**config.mk**
```make
export PLATFORM = sky130hd
export DESIGN_NAME = sad_search_unit_flat
export DESIGN_NICKNAME = d
export VERILOG_FILES = /design/src/rtl/sad_search_unit_if.sv /design/src/rtl/sad_search_unit.sv /design/src/flat_wrapper.sv
export SDC_FILE = /design/constraint.sdc
export NUM_CORES = 1
export LEC_CHECK = 0
export CORE_MARGIN = 2
export CORE_UTILIZATION = 40
export DETAILED_ROUTE_END_ITERATION = 10
export GPL_TIMING_DRIVEN = 0
export PLACE_DENSITY = 0.73
export SLEW_MARGIN = 5
export SYNTH_ARGS = -nofsm -noshare
export SYNTH_HDL_FRONTEND = slang
export SYNTH_SLANG_ARGS = --single-unit
```
**constraint.sdc**
```tcl
create_clock -name clk -period 4.15 [get_ports clk]
set_input_delay 0.83 -clock clk [delete_from_list [all_inputs] [get_ports clk]]
set_output_delay 0.83 -clock clk [all_outputs]
set_load 0.05 [all_outputs]
```
**src/rtl/sad_search_unit_if.sv**
```systemverilog
// Bus bundle for sad_search_unit: search control, the difference stream
// handshake and the best-match result handshake.
//   slave  : seen by the SAD unit (start/diff/diff_valid/best_ready in,
//            everything else out)
//   master : seen by the driver/controller side (directions reversed)
interface sad_search_unit_if #(
  parameter int unsigned DW       = 8,
  parameter int unsigned N        = 16,
  parameter int unsigned NUM_CAND = 4
);
  localparam int unsigned SW = DW + $clog2(N);
  localparam int unsigned IW = (NUM_CAND > 1) ? $clog2(NUM_CAND) : 1;

  logic          start;
  logic [DW-1:0] diff;
  logic          diff_valid;
  logic          diff_ready;
  logic [SW-1:0] sad_out;
  logic          sad_valid;
  logic [SW-1:0] best_sad;
  logic [IW-1:0] best_idx;
  logic          best_valid;
  logic          best_ready;
  logic          busy;

  modport slave (
    input  start, diff, diff_valid, best_ready,
    output diff_ready, sad_out, sad_valid, best_sad, best_idx, best_valid, busy
  );

  modport master (
    output start, diff, diff_valid, best_ready,
    input  diff_ready, sad_out, sad_valid, best_sad, best_idx, best_valid, busy
  );
endinterface

```
**src/rtl/sad_search_unit.sv**
```systemverilog
// Sum-of-absolute-differences search: accumulates N differences per
// candidate block over NUM_CAND candidates, keeps the smallest SAD (earliest
// candidate wins ties) and offers it on a valid/ready handshake.
// Ports:
//   clk   : clock, rising edge
//   rst_n : asynchronous active-low reset
//   bus   : sad_search_unit_if.slave (start, diff stream, per-candidate SAD
//           strobe, best result handshake, busy)
module sad_search_unit #(
  parameter int unsigned DW       = 8,
  parameter int unsigned N        = 16,
  parameter int unsigned NUM_CAND = 4
) (
  input  logic                clk,
  input  logic                rst_n,
  sad_search_unit_if.slave    bus
);
  localparam int unsigned SW = DW + $clog2(N);
  localparam int unsigned IW = (NUM_CAND > 1) ? $clog2(NUM_CAND) : 1;
  localparam int unsigned CW = $clog2(N);

  localparam logic [CW-1:0] CNT_LAST  = CW'(N - 1);
  localparam logic [IW-1:0] CAND_LAST = IW'(NUM_CAND - 1);

  typedef enum logic [1:0] {IDLE, ACCUM, COMPARE, DONE} state_t;

  state_t        state;
  logic [SW-1:0] acc;
  logic [CW-1:0] cnt;
  logic [IW-1:0] cand;

  logic          beat_c;
  logic [SW-1:0] acc_sum_c;

  assign beat_c    = bus.diff_valid && bus.diff_ready;
  // SW is sized for N full-scale beats, so this sum never wraps
  assign acc_sum_c = acc + SW'(bus.diff);

  // Search sequencer; all outputs are registered here
  always_ff @(posedge clk or negedge rst_n) begin
    if (!rst_n) begin
      state          <= IDLE;
      acc            <= '0;
      cnt            <= '0;
      cand           <= '0;
      bus.best_sad   <= '0;
      bus.best_idx   <= '0;
      bus.sad_out    <= '0;
      bus.sad_valid  <= 1'b0;
      bus.best_valid <= 1'b0;
      bus.diff_ready <= 1'b0;
      bus.busy       <= 1'b0;
    end else begin
      bus.sad_valid <= 1'b0;
      case (state)
        IDLE: begin
          if (bus.start) begin
            acc            <= '0;
            cnt            <= '0;
            cand           <= '0;
            bus.best_sad   <= '1;
            bus.diff_ready <= 1'b1;
            bus.busy       <= 1'b1;
            state          <= ACCUM;
          end
        end
        ACCUM: begin
          if (beat_c) begin
            acc <= acc_sum_c;
            if (cnt == CNT_LAST) begin
              // sad_out carries the completed sum during the COMPARE cycle
              bus.sad_out    <= acc_sum_c;
              bus.sad_valid  <= 1'b1;
              bus.diff_ready <= 1'b0;
              state          <= COMPARE;
            end else begin
              cnt <= cnt + CW'(1);
            end
          end
        end
        COMPARE: begin
          // strict compare keeps the earlier candidate on a tie
          if (acc < bus.best_sad) begin
            bus.best_sad <= acc;
            bus.best_idx <= cand;
          end
          if (cand == CAND_LAST) begin
            bus.best_valid <= 1'b1;
            state          <= DONE;
          end else begin
            cand           <= cand + IW'(1);
            acc            <= '0;
            cnt            <= '0;
            bus.diff_ready <= 1'b1;
            state          <= ACCUM;
          end
        end
        DONE: begin
          if (bus.best_ready) begin
            bus.best_valid <= 1'b0;
            bus.busy       <= 1'b0;
            state          <= IDLE;
          end
        end
        default: state <= IDLE;
      endcase
    end
  end
endmodule
```
**src/flat_wrapper.sv**
```systemverilog
// flat-port wrapper written by rule: the top's interface ports become plain ports
module sad_search_unit_flat 
#(
  parameter int unsigned DW       = 8,
  parameter int unsigned N        = 16,
  parameter int unsigned NUM_CAND = 4
)
  (clk, rst_n, bus_start, bus_diff, bus_diff_valid, bus_best_ready, bus_diff_ready, bus_sad_out, bus_sad_valid, bus_best_sad, bus_best_idx, bus_best_valid, bus_busy);
  sad_search_unit_if #(.DW(DW), .N(N), .NUM_CAND(NUM_CAND)) bus_i ();
  input  logic clk;
  input  logic rst_n;
  input wire logic [$bits(bus_i.start)-1:0] bus_start;
  input wire logic [$bits(bus_i.diff)-1:0] bus_diff;
  input wire logic [$bits(bus_i.diff_valid)-1:0] bus_diff_valid;
  input wire logic [$bits(bus_i.best_ready)-1:0] bus_best_ready;
  output wire logic [$bits(bus_i.diff_ready)-1:0] bus_diff_ready;
  output wire logic [$bits(bus_i.sad_out)-1:0] bus_sad_out;
  output wire logic [$bits(bus_i.sad_valid)-1:0] bus_sad_valid;
  output wire logic [$bits(bus_i.best_sad)-1:0] bus_best_sad;
  output wire logic [$bits(bus_i.best_idx)-1:0] bus_best_idx;
  output wire logic [$bits(bus_i.best_valid)-1:0] bus_best_valid;
  output wire logic [$bits(bus_i.busy)-1:0] bus_busy;
  assign bus_i.start = bus_start;
  assign bus_i.diff = bus_diff;
  assign bus_i.diff_valid = bus_diff_valid;
  assign bus_i.best_ready = bus_best_ready;
  assign bus_diff_ready = bus_i.diff_ready;
  assign bus_sad_out = bus_i.sad_out;
  assign bus_sad_valid = bus_i.sad_valid;
  assign bus_best_sad = bus_i.best_sad;
  assign bus_best_idx = bus_i.best_idx;
  assign bus_best_valid = bus_i.best_valid;
  assign bus_busy = bus_i.busy;
  sad_search_unit #(.DW(DW), .N(N), .NUM_CAND(NUM_CAND)) u_core (.clk(clk), .rst_n(rst_n), .bus(bus_i));
endmodule
```
# Yosys cells after proc, flatten, opt, wreduce, memory -nomap -nowiden
# Cells that the tools add are included.
[classes]
muxes = 33
addsub = 3
reduce_logical = 16
n_eq_ne = 13
magnitude_cmp = 1
[ops]
columns = ["op", "count"]
rows = [
  ["2-to-1 mux 12 bit", 5],
  ["one-hot mux 12 bit (3 select lines)", 1],
  ["one-hot mux 12 bit (2 select lines)", 1],
  ["2-to-1 mux 4 bit", 4],
  ["AND reduction 3 bit", 5],
  ["2-to-1 mux 2 bit", 7],
  ["adder 12 x 8 -> 12 bit", 1],
  ["< comparator 12 bit", 1],
  ["one-hot mux 4 bit (3 select lines)", 1],
  ["AND reduction 5 bit", 2],
  ["2-to-1 mux 1 bit", 9],
  ["!= test 2 x 1 -> 1 bit (second input constant)", 4],
  ["!= test 2 bit (second input constant)", 4],
  ["one-hot mux 2 bit (4 select lines)", 1],
  ["AND reduction 4 bit", 2],
  ["== test 2 bit (second input constant)", 3],
  ["nonzero test 2 bit", 3],
  ["adder 4 x 1 -> 4 bit (second input constant)", 1],
  ["== test 4 bit (second input constant)", 1],
  ["one-hot mux 1 bit (2 select lines)", 2],
  ["one-hot mux 2 bit (2 select lines)", 1],
  ["one-hot mux 1 bit (3 select lines)", 1],
  ["nonzero test 3 bit", 1],
  ["adder 2 x 1 -> 2 bit (second input constant)", 1],
  ["other kinds (4)", 4],
]
[totals]
reg_bits = 50
word_cells = 77
output_inout_bits = 30
inputBits = 13

# Depth between registers and ports, before layout
# Gate-level depths: netlist of the first run.
[logic_depth]
word_depth = 4
depth_mapped = 10
ltp_nobuf = 9

# Least setup slack after synthesis of the first run
# OpenSTA, ideal clock, no wires.
[synth_timing]
path_type = "register to register"
from = "register u_core.bus.best_sad[1]"
to = "register u_core.bus.best_idx[0]"
stages_incl_launch_ff = 9
setup_ns = 0.125
path_slack_ns = 1.694
period_less_slack_ns = 2.456
n_path_buf = 1
required_ns = 4.025
arrival_ns = 2.331
cell_sequence = "dfrtp_1 > inv_1 > ha_1 > a211o_1 > a21oi_1 > nor2_1 > or4_1 > buf_6 > mux2_4"
[synth_via]
elab_chain_len = 2
[synth_rtl]
columns = ["element", "line", "source"]
rows = [
  ["start, declared", "sad_search_unit_if.sv:28", "output diff_ready, sad_out, sad_valid, best_sad, best_idx, best_valid, busy"],
  ["start signal, assigned", "sad_search_unit.sv:46", "bus.best_sad <= '0;"],
  ["start signal, assigned", "sad_search_unit.sv:61", "bus.best_sad <= '1;"],
  ["start signal, assigned", "sad_search_unit.sv:84", "bus.best_sad <= acc;"],
  ["< comparator 12 bit", "sad_search_unit.sv:83", "if (acc < bus.best_sad) begin"],
  ["AND reduction 2 bit (no source line)", "--", ""],
  ["end signal, assigned", "sad_search_unit.sv:85", "bus.best_idx <= cand;"],
  ["end, declared", "sad_search_unit_if.sv:28", ""],
]
# No other way between the ends.
# A chain may end at the register's enable or synchronous reset.

# Worst setup path in the final report of the first run
[layout_timing]
from = "input port bus_diff[0]"
to = "register u_core.acc[10]"
[layout_via]
elab_chain_len = 3
[layout_rtl]
columns = ["element", "line", "source"]
rows = [
  ["start, declared", "flat_wrapper.sv:13", "input wire logic [$bits(bus_i.diff)-1:0] bus_diff;"],
  ["adder 12 x 8 -> 12 bit", "sad_search_unit.sv:37", "assign acc_sum_c = acc + SW'(bus.diff);"],
  ["2-to-1 mux 12 bit", "sad_search_unit.sv:68", "if (beat_c) begin"],
  ["one-hot mux 12 bit (3 select lines)", "sad_search_unit.sv:55", "case (state)"],
  ["end signal, assigned", "sad_search_unit.sv:69", "acc <= acc_sum_c;"],
  ["end, declared", "sad_search_unit.sv:28", "logic [SW-1:0] acc;"],
]
# No other way between the ends. The select of a mux whose other input is x is not followed.

==> impl_metrics.json, run 1 <==
{
  "portBuffers": 42,
  "cp.arrival_ps": 3040,
  "ys_ff_latch": 50,
  "rows": 30,
  "clkTransAtPathRegs_ps": 90,
  "r2r-end": "u_core.bus.best_idx[0]",
  "cts_max_path_buffers": 2,
  "start_kind": "input pin",
  "vias_per_cell": 5.08,
  "drtIter0Drc": 86,
  "ys_warn_count": 0,
  "synth-main-ff-cell": "dfrtp_1",
  "rsz0062_at_grt": "no",
  "syn2layout_area_growth_pct": 25.0,
  "min_to": "u_core.bus.sad_out[3]",
  "end_kind": "flip-flop",
  "setup_ws_ps": 1320,
  "holdWs_ps": 490,
  "slew_violations": 0,
  "vias": 2200,
  "maxCapViolations": 0,
  "min_from": "u_core.bus.sad_out[3]",
  "hold_class": "reg2reg",
  "crit_fanout": 3,
  "synth_cells": 286,
  "worstMarginPinSlew_ps": 592,
  "cts_setup_buffers": 0,
  "nets": 371,
  "finalNonFillerCells": 433,
  "dieArea_um2": 7680,
  "track_usage": 0.174,
  "antenna_left": 0,
  "synth-seq-area-share": 0.447,
  "fmax_mhz": 354,
  "cts.repair.resized": 0,
  "routabilityCongestion": 0.862,
  "finalWirelength_mm": 6.11,
  "grt_pass1_vias": 2249,
  "core_um2": 6790,
  "grt_antenna_before_repair": 0,
  "hold_viol": 0,
  "io_pins": 43,
  "cts-root-buf": "clkbuf_8",
  "yosysMostFrequentCell": "dfrtp_1",
  "yosysTopAreaCell": "dfrtp_1",
  "pwr_density_cell_nw_per_um2": 457,
  "relSlewSlack": 0.606,
  "crit_required_ps": 4360,
  "grt_pass1_wl_mm": 10.5,
  "htreeDepth": 2,
  "place_inst": 425,
  "wl_per_cell_um": 14.1,
  "hold_path_depth": 2,
  "syn-mean-instance-area_um2": 9.78,
  "hpwl_mm": 4.53,
  "clock_skew_ps": 10.1,
  "cts.sinks": 50,
  "initial_core_util": 0.412,
  "p_leak_nw": 1.75,
  "grt-ovfl-total": 0,
  "syn_area_um2": 2800,
  "clk_latency_ps": 300,
  "reg2reg_from": "u_core.acc[5]",
  "postSynth.asyncResetShare": 1.00,
  "setup_tns_ps": 0,
  "status": "finished clean",
  "synth_top_cells_by_area": "dfrtp_1 (45%), ha_1 (9.4%), nand2_1 (4.8%), mux2i_1 (4.3%), nor2_1 (4.2%)",
  "p_total_mw": 1.60,
  "fillers": 608,
  "postCtsHoldBufs": 0,
  "synth_cell_types": 48,
  "regToRegSetupSlack_ps": 1890,
  "syn-num-nets": 321,
  "rr_worst_depth": 8,
  "synth_top_area_share": 0.447,
  "drive_gt1_frac": 0.0653,
  "numCtsBuffers": 5,
  "diodes": 0,
  "setup_viol": 0,
  "grt_max_degree": 27,
  "ir_drop_uv": 193,
  "dr.pass1.iters": 4,
  "synth-edff-count": 0,
  "post-route-drc-count": 0,
  "chipWidth_um": 87.6,
  "post-place-ws_ps": 1020,
  "die_h_um": 87.6,
  "crit_type": "in2reg",
  "period_needed_ps": 2830,
  "cts_tree": "done",
  "yosys-top-cells-count": "dfrtp_1 (50), nand2_1 (36), nor2_1 (31)",
  "post-route-period-util": 0.681
}
[cells in the final DEF, fill, tap and decap left out, drive strengths merged, types with 2 or more instances in the layout]
cell type,netlist,final
o2111ai,2,2
clkdlybuf4s50,0,41
o21ai,23,23
dfrtp,50,50
nand4,3,3
or4,2,2
buf,4,6
bufinv,0,2
xnor2,7,7
inv,19,19
a22o,9,9
xor2,3,3
a211oi,2,2
a21oi,12,12
mux2,4,4
o31ai,2,2
nand2,36,36
o21bai,2,2
o22ai,2,2
clkbuf,4,10
ha,21,21
nor2b,4,4
a21o,3,3
dlygate4sd3,2,2
nand2b,4,4
and2b,2,2
or3,3,3
nor2,31,31
mux2i,12,12
nand3,3,3
a31oi,2,2
[worst max-delay path by stage]
stage | from | cells after the start | slack, ps | to
global route | bus_diff[0] | 10 | 1190 | u_core.acc[10]
global placement | rst_n | 1 | 760 | u_core.bus.sad_out[7]
detailed placement | bus_diff[0] | 10 | 1020 | u_core.acc[10]
floorplan | u_core.bus.best_sad[1] | 8 | 1690 | u_core.bus.best_idx[0]
finish | bus_diff[0] | 10 | 1320 | u_core.acc[10]
CTS | bus_diff[0] | 10 | 1330 | u_core.acc[10]
[report_power, final]
part	switching (mW)	total, mW	internal [mW]
sequential	0.0965	0.655	0.558
clock	0.169	0.426	0.257
combinational	0.283	0.516	0.233
[stage by stage]
step / area, um^2 / util
2_1_floorplan: 2800 / -
3_3_place_gp: 3340 / 0.491
3_5_place_dp: 3350 / 0.494
4_1_cts: 3500 / 0.515
5_1_grt: 3500 / 0.515
6_report: 3500 / 0.515
[cell families after synthesis]
logic type | synth area share
DFF | 0.447
buffers and inverters | 0.0550
AOI/OAI and AO/OA | 0.157
adders and majority gates | 0.101
muxes | 0.0617
and+or+nand+nor | 0.147
xor gates and xnor gates | 0.0313
[layer usage]
layer  vias to the layer above  track usage  share of wire
met3                         8       0.0254          0.028
met4                         0       0.0573          0.017
met5                         -            0              0
li1                       1097            -              -
met2                        44        0.284           0.47
met1                      1051        0.238           0.48
[worst max-delay path, cell delays in order]
cell,delay (ps)
clkdlybuf4s50_1,480
ha_1,170
inv_1,60
fa_1,410
nor2b_1,170
o2111ai_1,120
nand3b_1,170
o2111ai_1,190
or3_1,350
o21ai_0,90
[registers in the layout, summed over array words and instances (netlist names)]
name / count
u_core.bus.diff_ready: 1
u_core.bus.busy: 1
u_core.cnt: 4
u_core.acc: 12
u_core.bus.sad_out: 12
u_core.bus.best_idx: 2
u_core.state: 2
u_core.bus.best_sad: 12
u_core.bus.sad_valid: 1
u_core.cand: 2
u_core.bus.best_valid: 1
[area by class of cell]
cell class	count	area (um^2)	area share
Multi-Input combinational cell	207	1390	0.398
Clock buffer	6	82.6	0.0236
Clock inverter	2	60.1	0.0172
Timing Repair Buffer	43	435	0.125
Buffer	10	82.6	0.0236
Sequential cell	50	1250	0.358
Inverter	19	71.3	0.0204
Tap cell	96	120	0.0344
No activity file was read; power rests on OpenSTA's default activity.
==> inputs of run 2 (changes only) <==
PLACE_DENSITY = 0.76   (was 0.73)
clock period = 2.4 ns   (was 4.15 ns; I/O delays follow)
==> run 2 against run 1 <==
Against the previous run: final cell count is 0.46% higher; register-to-register slack worse by 1700 ps; power is 60% higher; critical path type unchanged.
==> impl_metrics.json, run 2 (synthesis results as in run 1) <==
{
  "start_kind": "input pin",
  "grt-ovfl-total": 0,
  "status": "finished clean",
  "post-route-period-util": 0.978,
  "pwr_density_cell_nw_per_um2": 733,
  "slew_violations": 0,
  "diodes": 0,
  "place_inst": 425,
  "cts_tree": "done",
  "dieArea_um2": 7680,
  "clkTransAtPathRegs_ps": 90,
  "chipWidth_um": 87.6,
  "nets": 373,
  "syn2layout_area_growth_pct": 24.5,
  "crit_type": "in2reg",
  "grt_pass1_wl_mm": 10.0,
  "fillers": 605,
  "hold_class": "in2async",
  "hold_viol": 0,
  "hpwl_mm": 4.41,
  "post-place-ws_ps": -335,
  "top_regs": "u_core.acc: 12 flops, u_core.bus.best_sad: 12 flops, u_core.bus.sad_out: 12 flops",
  "end_kind": "flip-flop",
  "seq_area_um2": 1250,
  "post-route-drc-count": 0,
  "dr.pass1.iters": 4,
  "clock_skew_ps": 11.6,
  "initial_core_util": 0.412,
  "holdWs_ps": 98.3,
  "finalWirelength_mm": 5.96,
  "htreeDepth": 2,
  "setup_viol": 0,
  "grt_max_degree": 36,
  "grt_antenna_before_repair": 0,
  "track_usage": 0.168,
  "postCtsHoldBufs": 0,
  "maxCapViolations": 0,
  "grt_pass1_vias": 2155,
  "crit_required_ps": 2620,
  "cts-root-buf": "clkbuf_8",
  "routabilityCongestion": 0.863,
  "worstMarginPinSlew_ps": 557,
  "ir_drop_uv": 352,
  "period_needed_ps": 2350,
  "relSlewSlack": 0.629,
  "die_h_um": 87.6,
  "multi_input_area_um2": 1410,
  "crit_fanout": 3,
  "clk_latency_ps": 300,
  "final_common_cell": "dfrtp_1",
  "finalNonFillerCells": 435,
  "wl_per_cell_um": 13.7,
  "drive_gt1_frac": 0.0973,
  "portBuffers": 42,
  "setup_ws_ps": 53.3,
  "p_leak_nw": 1.73,
  "rows": 30,
  "cts_max_path_buffers": 2,
  "fmax_mhz": 426,
  "antenna_left": 0,
  "drtIter0Drc": 83,
  "rsz0062_at_grt": "yes",
  "layout_common_cells": "dfrtp_1 (47), clkdlybuf4s50_1 (40), nand2_1 (36)",
  "numCtsBuffers": 5,
  "io_pins": 43,
  "core_um2": 6790,
  "vias": 2219,
  "regToRegSetupSlack_ps": 160,
  "cts.sinks": 50,
  "cp.arrival_ps": 2570,
  "vias_per_cell": 5.10
}
## run 2: where the power goes
group	switching [mW]	leakage, nW	internal [mW]
Clock	0.285	0.0374	0.206
Sequential	0.169	0.609	0.967
Combinational	0.502	1.09	0.423
## run 2: worst max-delay path, cell delays in order
cell and delay, ps:
clkdlybuf4s50_1 510, ha_2 190, inv_1 50, fa_2 350, nor2b_2 140, o2111ai_1 110
nand3b_1 170, o2111ai_2 150, or3_1 340, o21ai_0 80
## run 2: final timing paths
path                                           to                   from  cells past startpoint
max in group asynchronous           u_core.acc[9]                  rst_n                      2
hold reg to reg             u_core.bus.sad_out[5]  u_core.bus.sad_out[5]                      2
hold / removal              u_core.bus.sad_out[2]                  rst_n                      1
min in group clk            u_core.bus.sad_out[5]  u_core.bus.sad_out[5]                      2
setup reg to reg           u_core.bus.best_sad[3]          u_core.acc[5]                      9
setup / recovery                   u_core.acc[10]            bus_diff[0]                     10
## run 2: what timing repair did
action / CTS / global route
endpoints found under the setup margin: 1 / 15
gates resized for setup: 0 / 11
endpoints found under the hold margin: 0 / 0
pin swaps: 1 / 1
buffers inserted: 1 / 1
## run 2: layer usage
layer | GRT usage | share of wire
met1 | 0.236 | 0.49
met2 | 0.262 | 0.46
met3 | 0.0283 | 0.036
met4 | 0.0587 | 0.018
met5 | 0 | 0
## run 2: final cells by class
| type | count | share of cell area |
|---|---|---|
| inverter | 19 | 0.0205 |
| multi-input combinational | 207 | 0.405 |
| clock buffer | 6 | 0.0208 |
| sequential | 50 | 0.360 |
| tap | 96 | 0.0345 |
| buffer | 10 | 0.0241 |
| clock inverter | 2 | 0.00431 |
| timing repair buffer | 45 | 0.130 |
## run 2: through the flow
| step | total power [mW] | cell area (um^2) | utilization | setup TNS [ps] |
|---|---|---|---|---|
| after CTS | 2.54 | 3450 | 0.508 | 0 |
| after global routing | 2.74 | 3480 | 0.513 | -41.2 |
| final | 2.55 | 3480 | 0.513 | 0 |
| after global placement | 2.00 | 3340 | 0.492 | -37210 |
| after detailed placement | 2.03 | 3360 | 0.494 | -6230 |
| after floorplan | 1.78 | 2800 | - | 0 |
